## config.mk

```make
export PLATFORM = sky130hd
export DESIGN_NAME = frame_flusher_flat
export DESIGN_NICKNAME = d
export VERILOG_FILES = /design/src/rtl/frame_flusher_if.sv /design/src/rtl/frame_flusher.sv /design/src/flat_wrapper.sv
export SDC_FILE = /design/constraint.sdc
export NUM_CORES = 1
export LEC_CHECK = 0
export CORE_MARGIN = 2
export CORE_UTILIZATION = 30
export DETAILED_ROUTE_END_ITERATION = 7
export RECOVER_POWER = 25
export SETUP_SLACK_MARGIN = 0.05
export SYNTH_ARGS = -nofsm -noshare
export SYNTH_HDL_FRONTEND = slang
export SYNTH_SLANG_ARGS = --single-unit
```

## constraint.sdc

```tcl
create_clock -name clock -period 2.5 [get_ports clock]
set_input_delay 0.375 -clock clock [delete_from_list [all_inputs] [get_ports clock]]
set_output_delay 0.375 -clock clock [all_outputs]
set_load 0.01 [all_outputs]
```

## src/rtl/frame_flusher_if.sv

```systemverilog
// Purpose: bundles the frame_flusher control, sprite-lookup and VGA-write signals.
// Ports:   start/layer_enable/layer_colour flow into the flusher; flush_x/y, vga_x/y,
//          vga_colour, vga_plot, busy, done and frame_count flow out of it.
interface frame_flusher_if;
  logic       start;
  logic       layer_enable;
  logic [5:0] layer_colour;
  logic [7:0] flush_x;
  logic [7:0] flush_y;
  logic [7:0] vga_x;
  logic [7:0] vga_y;
  logic [5:0] vga_colour;
  logic       vga_plot;
  logic       busy;
  logic       done;
  logic [7:0] frame_count;

  // master: the flusher itself
  modport master (
    input  start, layer_enable, layer_colour,
    output flush_x, flush_y, vga_x, vga_y, vga_colour, vga_plot, busy, done, frame_count
  );

  // slave: game FSM + sprite logic + VGA adapter side
  modport slave (
    output start, layer_enable, layer_colour,
    input  flush_x, flush_y, vga_x, vga_y, vga_colour, vga_plot, busy, done, frame_count
  );
endinterface

```

## src/rtl/frame_flusher.sv

```systemverilog
// Purpose: full-screen raster scanner; sweeps flush_x/y over every pixel, merges the
//          sprite layer result and issues one VGA write per pixel.
// Ports:   clock, resetn (async active-low); bus (frame_flusher_if.master) carries
//          start, layer_enable/colour in and flush_x/y, vga_*, busy, done, frame_count out.
// Latency: one cycle from flush_x/y to the matching vga_x/y/colour/plot.
// Backpressure: none; the VGA adapter accepts a write every cycle, start is ignored while busy.
module frame_flusher #(
  parameter int         SCREEN_W  = 160,
  parameter int         SCREEN_H  = 120,
  parameter logic [5:0] BG_COLOUR = 6'b000000
) (
  input  logic           clock,
  input  logic           resetn,
  frame_flusher_if.master bus
);

  localparam logic [7:0] X_LAST = 8'(SCREEN_W - 1);
  localparam logic [7:0] Y_LAST = 8'(SCREEN_H - 1);

  typedef enum logic [1:0] {
    IDLE  = 2'd0,
    SCAN  = 2'd1,
    DRAIN = 2'd2,
    DONE  = 2'd3
  } state_t;

  state_t     state_q, state_d;
  logic [7:0] x_q, x_d;
  logic [7:0] y_q, y_d;
  logic [7:0] fc_q, fc_d;
  logic [7:0] vx_q, vx_d;
  logic [7:0] vy_q, vy_d;
  logic [5:0] vc_q, vc_d;
  logic       plot_q, plot_d;

  // Scan counters and frame sequencing
  always_comb begin
    state_d = state_q;
    x_d     = x_q;
    y_d     = y_q;
    fc_d    = fc_q;
    case (state_q)
      IDLE: begin
        x_d = 8'd0;
        y_d = 8'd0;
        if (bus.start) state_d = SCAN;
      end
      SCAN: begin
        if (x_q == X_LAST) begin
          x_d = 8'd0;
          if (y_q == Y_LAST) begin
            // last pixel issued this cycle; park the scan at the origin
            y_d     = 8'd0;
            state_d = DRAIN;
          end else begin
            y_d = y_q + 8'd1;
          end
        end else begin
          x_d = x_q + 8'd1;
        end
      end
      DRAIN: state_d = DONE;
      DONE: begin
        fc_d    = fc_q + 8'd1;
        state_d = IDLE;
      end
      default: state_d = IDLE;
    endcase
  end

  // Pixel pipeline: capture the scan position and merged colour while scanning,
  // otherwise hold the last written pixel with the strobe low.
  always_comb begin
    plot_d = (state_q == SCAN);
    vx_d   = vx_q;
    vy_d   = vy_q;
    vc_d   = vc_q;
    if (state_q == SCAN) begin
      vx_d = x_q;
      vy_d = y_q;
      vc_d = bus.layer_enable ? bus.layer_colour : BG_COLOUR;
    end
  end

  always_ff @(posedge clock or negedge resetn) begin
    if (!resetn) begin
      state_q <= IDLE;
      x_q     <= 8'd0;
      y_q     <= 8'd0;
      fc_q    <= 8'd0;
      vx_q    <= 8'd0;
      vy_q    <= 8'd0;
      vc_q    <= 6'd0;
      plot_q  <= 1'b0;
    end else begin
      state_q <= state_d;
      x_q     <= x_d;
      y_q     <= y_d;
      fc_q    <= fc_d;
      vx_q    <= vx_d;
      vy_q    <= vy_d;
      vc_q    <= vc_d;
      plot_q  <= plot_d;
    end
  end

  assign bus.flush_x     = x_q;
  assign bus.flush_y     = y_q;
  assign bus.vga_x       = vx_q;
  assign bus.vga_y       = vy_q;
  assign bus.vga_colour  = vc_q;
  assign bus.vga_plot    = plot_q;
  assign bus.busy        = (state_q == SCAN) || (state_q == DRAIN);
  assign bus.done        = (state_q == DONE);
  assign bus.frame_count = fc_q;

endmodule

```

## src/flat_wrapper.sv

```systemverilog
// flat-port wrapper written by rule: the top's interface ports become plain ports
module frame_flusher_flat 
#(
  parameter int         SCREEN_W  = 160,
  parameter int         SCREEN_H  = 120,
  parameter logic [5:0] BG_COLOUR = 6'b000000
)
  (clock, resetn, bus_start, bus_layer_enable, bus_layer_colour, bus_flush_x, bus_flush_y, bus_vga_x, bus_vga_y, bus_vga_colour, bus_vga_plot, bus_busy, bus_done, bus_frame_count);
  frame_flusher_if bus_i ();
  input  logic clock;
  input  logic resetn;
  input wire logic [$bits(bus_i.start)-1:0] bus_start;
  input wire logic [$bits(bus_i.layer_enable)-1:0] bus_layer_enable;
  input wire logic [$bits(bus_i.layer_colour)-1:0] bus_layer_colour;
  output wire logic [$bits(bus_i.flush_x)-1:0] bus_flush_x;
  output wire logic [$bits(bus_i.flush_y)-1:0] bus_flush_y;
  output wire logic [$bits(bus_i.vga_x)-1:0] bus_vga_x;
  output wire logic [$bits(bus_i.vga_y)-1:0] bus_vga_y;
  output wire logic [$bits(bus_i.vga_colour)-1:0] bus_vga_colour;
  output wire logic [$bits(bus_i.vga_plot)-1:0] bus_vga_plot;
  output wire logic [$bits(bus_i.busy)-1:0] bus_busy;
  output wire logic [$bits(bus_i.done)-1:0] bus_done;
  output wire logic [$bits(bus_i.frame_count)-1:0] bus_frame_count;
  assign bus_i.start = bus_start;
  assign bus_i.layer_enable = bus_layer_enable;
  assign bus_i.layer_colour = bus_layer_colour;
  assign bus_flush_x = bus_i.flush_x;
  assign bus_flush_y = bus_i.flush_y;
  assign bus_vga_x = bus_i.vga_x;
  assign bus_vga_y = bus_i.vga_y;
  assign bus_vga_colour = bus_i.vga_colour;
  assign bus_vga_plot = bus_i.vga_plot;
  assign bus_busy = bus_i.busy;
  assign bus_done = bus_i.done;
  assign bus_frame_count = bus_i.frame_count;
  frame_flusher #(.SCREEN_W(SCREEN_W), .SCREEN_H(SCREEN_H), .BG_COLOUR(BG_COLOUR)) u_core (.clock(clock), .resetn(resetn), .bus(bus_i));
endmodule
```

Yosys cells after proc, flatten, opt, wreduce, memory -nomap -nowiden
Cells that the tools add are included.
Storage, ports and cells
  register bits after elaboration: 49
  word-level logic and storage cells: 34
Operators by class
  add/subtract/negate cells: 3
  equal/unequal tests: 8
  reduce and logical (&&, ||, !) cells: 5
  multiplexer cells: 10
Operators with widths (count)
  one-hot mux 8 bit (2 select lines): 2
  adder 8 x 1 -> 8 bit, second input constant: 3
  two-way mux 8 bit: 3
  equality test 8 x 7 -> 1 bit, second input constant: 1
  equality test 8 bit, second input constant: 1
  one-hot mux 2 bit (4 select lines): 1
  two-way mux 2 bit: 3
  two-way mux 6 bit: 1
  != test 2 bit, second input constant: 3
  equality test 2 bit, second input constant: 2
  AND reduction 3 bit: 1
  equality test 2 x 1 -> 1 bit, second input constant: 1
  logical NOT 2 bit: 1
  AND reduction 2 bit: 1
  nonzero test 2 bit: 1
  logical OR 1 bit: 1

Logic depth before layout (Yosys ltp)
Gate-level depths: netlist of run 1.
  word-level depth: 4
  depth in mapped cells: 8
  gate-level depth less buffers: 6

Least setup slack after synthesis of run 1
Ideal clock, no wire load.
  kind: reg2reg
  start: reg u_core.x_q[0], in the netlist u_core.bus.flush_x[0]
  end: reg u_core.state_q[1]
  period minus slack after synthesis: 1.691 ns
  stages on the path, launching flop included: 7
  slack: 0.809 ns
  library setup time: 0.128 ns
  data required time: 2.372 ns
  data arrival time: 1.563 ns
  path buffers: 1
  cell sequence: dfrtp_1 -> ha_1 -> and4_1 -> buf_4 -> nand4_2 -> a21oi_2 -> mux2_1
Between the ends
  cells in the longest elaborated chain, start to end: 3
RTL lines
  start, declared: line frame_flusher.sv:28  | logic [7:0] x_q, x_d;
  start signal, assigned: line frame_flusher.sv:88  | x_q <= 8'd0;
  start signal, assigned: line frame_flusher.sv:97  | x_q <= x_d;
  equality test 8 bit: line frame_flusher.sv:49  | if (x_q == X_LAST) begin
  != test 2 bit (no line)
  AND reduction 3 bit (no line)
  end signal, assigned: line frame_flusher.sv:96  | state_q <= state_d;
  end, declared: line frame_flusher.sv:27  | state_t state_q, state_d;
Every way passes these cells.
A chain may end at the register's enable or synchronous reset.

Final worst setup path of run 1
  start: reg u_core.state_q[0]
  end: out bus_busy
Between the ends
  cells in the longest elaborated chain, start to end: 2
  elaborated cells on any way between the ends: 3
  those cells by class: 2 x eq/ne; 1 x reduce/logical
RTL lines
  equality test 2 x 1 -> 1 bit or equality test 2 bit (tied branches): line frame_flusher.sv:113  | assign bus.busy = (state_q == SCAN) || (state_q == DRAIN);
  logical OR 1 bit (*): line frame_flusher.sv:113
  end, declared: line flat_wrapper.sv:21  | output wire logic [$bits(bus_i.busy)-1:0] bus_busy;
Mark *: on every way between the ends. The rest lies on a longest branch, timed or not.

==> results of run 1 <==
sequential cells by signal, summed over array words and instances (netlist names):
register and count:
u_core.bus.vga_y 8, u_core.bus.vga_colour 6, u_core.bus.frame_count 8, u_core.bus.flush_x 8, u_core.bus.vga_plot 1, u_core.bus.vga_x 8
u_core.bus.flush_y 8, u_core.state_q 2
stage by stage:
| step | power, W | area (um2) |
|---|---|---|
| after floorplan | 0.000824 | 2320 |
| after global placement | 0.000867 | 3000 |
| after detailed placement | 0.000867 | 3000 |
| after CTS | 0.00133 | 3090 |
| after global routing | 0.00136 | 3090 |
| final | 0.00130 | 3090 |
worst max-delay path: cells and delay by family (launching register included):
family / cells / cell delay [ns]
adders and majority gates: 1 / 0.30
buffers and inverters: 2 / 0.63
DFF: 1 / 0.42
Yosys cell counts (2+ instances only):
master	instances	share of area
and4_1	2	0.0076
nor3_1	2	0.0043
ha_1	7	0.038
dfrtp_1	49	0.53
clkbuf_1	3	0.0049
xor2_1	4	0.015
nor3b_1	3	0.0097
inv_1	14	0.023
buf_2	5	0.011
nand2b_1	8	0.022
a21o_1	6	0.019
mux2_2	16	0.078
xnor2_1	10	0.038
or3_1	2	0.0054
a21oi_1	5	0.011
nor2_1	5	0.0081
buf_1	2	0.0032
o32ai_1	2	0.0076
nand3_1	7	0.015
o21ai_0	16	0.035
nand2_1	25	0.040
nor2b_1	3	0.0081
nand4_1	4	0.011
kinds of logic (layout without fill, tap and decap cells):
logic type / count (synthesis) / count (layout) / synth area share
fa+ha+maj: 7 / 7 / 0.0378
xor+xnor: 14 / 14 / 0.0529
flops: 49 / 49 / 0.529
compound gates: 34 / 34 / 0.0944
simple gates: 66 / 66 / 0.155
mux: 18 / 18 / 0.0868
buf+inv: 25 / 85 / 0.0448
worst max path at each step:
| stage | startpoint | end | slack (ns) | cells after the start |
|---|---|---|---|---|
| detailed placement | u_core.bus.flush_x[0] | u_core.state_q[1] | 0.63 | 5 |
| finish | u_core.state_q[0] | bus_busy | 0.48 | 3 |
| floorplan | u_core.bus.flush_x[0] | u_core.state_q[1] | 0.81 | 6 |
| CTS | u_core.state_q[0] | bus_busy | 0.46 | 3 |
| global route | resetn | u_core.bus.vga_colour[5] | 0.40 | 3 |
| global placement | u_core.bus.flush_x[0] | u_core.state_q[1] | 0.71 | 5 |
routing by layer:
layer  up-vias  wire (um)
met4         0         49
li1        837          -
met5         -          0
met1       796       2240
met2        41       2220
met3         8        269
final cells by class:
type	count	area, um2
Clock buffer	8	80.1
Fill cell	781	4520
Inverter	14	52.6
Multi-Input combinational cell	139	992
Sequential cell	49	1230
Tap cell	102	128
Timing Repair Buffer	63	608
power breakdown:
group / internal (W) / switching, W
combinational: 0.0000240 / 0.0000259
sequential: 0.000797 / 0.00000236
clock: 0.000199 / 0.000252
==> impl_metrics.toml, run 1 <==
[grt]
overflow = 0
grt_pass1_wl_um = 8320
grt_pass1_vias = 1705
use_met2 = 0.195
met1_usage = 0.159
track_usage = 0.120
busiest_layer = "met2"
grtUsageMet3 = 0.0337
grt_max_degree = 28
antenna_found_initial = 0

[drt]
detail_route.wl_per_cell_um = 12.7
ant_nets = 0
drt-total-wl_um = 4780
drcViolationCount = 0
via_per_inst = 4.49
firstDrtPassIters = 4
drtIter0Drc = 64
num_vias = 1682

[critical_path]
reg2reg_to = "u_core.state_q[1]"
reg2reg_from = "u_core.bus.flush_x[0]"
critPathMaxFanout = 4
reg2reg_depth = 5
r2r_setup_slack_ns = 0.62
crit_type = "reg -> out"
setup.worst_path.start_class = "flop"
cp_cell_sequence = "inv_1, ha_1, clkdlybuf4s50_1"
cpPeakStageDelay_ns = 0.55
critical_path_required_ns = 2.12
cp_slowest_cell = "clkdlybuf4s50_1"
cp-end-kind = "output port"
cp_data_arrival_time_ns = 1.65

[timing]
grt_setup_unrepaired = "no"
timing.setup.tns_ns = 0
finalCritPeriodShare = 0.808
slew_violations = 0
fin_crit_ns = 2.02
holdWs_ns = 0.472
hold_viol = 0
max_slew_margin = 0.473
fmax_ghz = 0.495
fin_ws_ns = 0.480
worstMarginPinSlew_ns = 0.791
setup_violations = 0
clock_skew_ns = 0.00502

[clock_network]
h-tree-depth = 2
cts_tree = "yes"
cts_inserted_buffers = 5
clk_latency_ns = 0.30
clkSinkCount = 49
hold_buffers = 1
cts_setup_buffers = 0
root_buffer = "clkbuf_8"
post_cts_resized = 0
clockBufferDepth = 2
clk_pin_slew_ns = 0.08

[floorplanning]
io-pin-count = 59
initial_core_util = 0.305
fp.dieH_um = 91.9
core.rowCount = 32
core_area_um2 = 7610
fp.dieW_um = 91.9
dieArea_um2 = 8450

[pwr]
power.density_nw_per_um2 = 421
p_leak_nw = 1.36
max-vdd-ir-drop_mv = 0.187

[synth]
synthCells = 213
synth_nets = 230
syn_area_per_cell_um2 = 10.9
ys_warn_count = 0
synth_ff_type = "dfrtp_1"
synth_cell_types = 36
ys_seq_elements = 49
synth.cell_area_um2 = 2320
synth-seq-area-share = 0.529
synth_edf_count = 0
async_flop_share = 1.00

[placed_design]
gp_congestion = 0.791
port-buffer-count = 58
place_inst = 366
post-dp-hpwl_um = 3480
pre_cts_slack_ns = 0.630

[cells_and_area]
drive_gt1_frac = 0.110
utilization = 0.406
stdcell_count = 375
areaGrowthSynthToFinish_pct = 33.1
fin_nets = 289
final_common_cell = "clkdlybuf4s50_1"
n_antenna_cell = 0
mostFrequentLayoutCells = "57 x clkdlybuf4s50_1, 49 x dfrtp_1, 25 x nand2_1"

[worst_hold_path]
worstHoldStart = "u_core.bus.frame_count[7]"
hp-class = "reg -> reg"
worstHoldPathCells = 1
worstHoldEndpoint = "u_core.bus.frame_count[7]"

[run]
maxCapViolCount = 0

[outcome]
status = "finished, final reports clean"
No activity file was read; power rests on OpenSTA's default activity.
==> run 2, diff against run 1 <==
- clock period: 2.5 -> 1.7 ns (I/O delays scaled with it)
==> impl_metrics.toml, run 2 (same netlist as run 1, synthesis figures left out) <==
[outcome]
status = "finished, final reports clean"

[drt]
drt-total-wl_um = 5250
firstDrtPassIters = 4
via_per_inst = 4.57
detail_route.wl_per_cell_um = 13.1
num_vias = 1829
ant_nets = 0
drtIter0Drc = 85
drcViolationCount = 0

[cells_and_area]
drive_gt1_frac = 0.238
final_common_cell = "clkdlybuf4s50_1"
mostFrequentLayoutCells = "50 x clkdlybuf4s50_1, 43 x dfrtp_1, 25 x nand2_1, 25 x buf_4, 16 x mux2_2"
areaGrowthSynthToFinish_pct = 47.4
fin_nets = 314
stdcell_count = 400
n_antenna_cell = 0

[clock_network]
h-tree-depth = 2
cts_inserted_buffers = 5
clk_latency_ns = 0.30
cts_tree = "yes"
clockBufferDepth = 2
root_buffer = "clkbuf_8"
clk_pin_slew_ns = 0.09
clkSinkCount = 49

[pwr]
power_switching_w = 0.000424
combPwrFrac = 0.036
pwr-share-seq = 0.556
swShare = 0.201
power.density_nw_per_um2 = 618
total_power_w = 0.00211
pwr-share-clk = 0.408
p_leak_nw = 1.60
internal_power_w = 0.00169
max-vdd-ir-drop_mv = 0.420

[grt]
antenna_found_initial = 0
grt_pass1_wl_um = 8760
track_usage = 0.130
overflow = 0
grt_max_degree = 35
grt_pass1_vias = 1797

[critical_path]
critPathMaxFanout = 5
crit_type = "reg -> out"
cp_cell_sequence = "buf_4, clkdlybuf4s50_1"
cp_data_arrival_time_ns = 1.35
setup.worst_path.start_class = "flop"
cp_slowest_cell = "clkdlybuf4s50_1"
reg2reg_depth = 7
critical_path_required_ns = 1.44
cp-end-kind = "output port"
cpPeakStageDelay_ns = 0.54

[placed_design]
gp_congestion = 0.760
place_inst = 383
port-buffer-count = 58
post-dp-hpwl_um = 3660

[worst_hold_path]
worstHoldPathCells = 1
hp-class = "reg -> reg"

[floorplanning]
fp.dieW_um = 91.9
initial_core_util = 0.305
io-pin-count = 59
core.rowCount = 32
dieArea_um2 = 8450
core_area_um2 = 7610
fp.dieH_um = 91.9

[timing]
clock_skew_ns = 0.00949
hold_viol = 0
timing.setup.tns_ns = 0
fin_crit_ns = 1.61
max_slew_margin = 0.565
setup_violations = 0
worstMarginPinSlew_ns = 0.653
fmax_ghz = 0.623
finalCritPeriodShare = 0.944
slew_violations = 0
grt_setup_unrepaired = "yes"

[run]
maxCapViolCount = 0
[run 2: cell types whose count changed in the layout (fill, tap and decap cells not counted), sizes merged]
cell / delta
buf: +25
clkbuf: -1
bufinv: +1
clkdlybuf4s15: +1
clkdlybuf4s50: -7
dlymetal6s2s: +5
dlygate4sd2: +1
[run 2: area by class of cell]
cell class	count	area [um2]
Inverter	14	52.6
Sequential cell	49	1230
Timing Repair Buffer	88	847
Clock buffer	7	86.3
Clock inverter	1	30.0
Tap cell	102	128
Multi-Input combinational cell	139	1040
Fill cell	753	4190
[run 2: power groups by stage]
stage	Combinational (W)	Sequential (W)	Clock (W)
floorplan	0.00000959	0.00120	0
global route	0.0000861	0.00118	0.000937
CTS	0.0000823	0.00118	0.000889
finish	0.0000751	0.00117	0.000862
global placement	0.0000802	0.00120	0
detailed placement	0.0000801	0.00120	0
[run 2: path summary, 6_finish.rpt]
path	from	to	slack (ns)
max	u_core.bus.flush_y[1]	bus_flush_y[1]	0.09
min	u_core.bus.frame_count[7]	u_core.bus.frame_count[7]	0.48
max reg2reg	u_core.bus.flush_x[0]	u_core.bus.flush_y[7]	0.14
min reg2reg	u_core.bus.frame_count[7]	u_core.bus.frame_count[7]	0.48
max in group asynchronous	resetn	u_core.bus.flush_x[6]	0.31
min in group asynchronous	resetn	u_core.state_q[0]	0.52
[run 2: timing repair]
item	in CTS	in global routing
endpoints found under the hold margin	11	0
cloned	0	1
hold buffers	1	0
buffers inserted	3	4
resized for setup	6	18
endpoints found under the setup margin	11	37
pin swaps	0	1
[run 2: worst max-delay path, delay by kind of cell (launching register included)]
family,cells,cell delay [ns]
buf+inv,2,0.68
flops,1,0.36
[run 2: per-layer routing]
| layer | up-vias | share of wire | GRT usage |
|---|---|---|---|
| met3 | 5 | 0.050 | 0.0337 |
| li1 | 889 | - | - |
| met2 | 41 | 0.48 | 0.206 |
| met5 | - | 0 | 0 |
| met4 | 0 | 0.0093 | 0.0373 |
| met1 | 894 | 0.46 | 0.175 |
[run 2: stage by stage]
| step | utilization | hold WS, ns | instance area (um2) | worst slack, ns |
|---|---|---|---|---|
| floorplan | - | -0.0406 | 2320 | 0.0635 |
| global placement | 0.415 | 0.173 | 3160 | 0.0751 |
| detailed placement | 0.415 | 0.167 | 3160 | 0.0391 |
| CTS | 0.438 | 0.395 | 3330 | 0.00965 |
| global route | 0.449 | 0.507 | 3420 | 0.0475 |
| finish | 0.449 | 0.481 | 3420 | 0.0948 |
==> run 3, diff against run 2 <==
- HOLD_SLACK_MARGIN: default -> 0.12
==> results of run 3 <==
No change in the layout: final DEF, timing and power equal those of run 2.
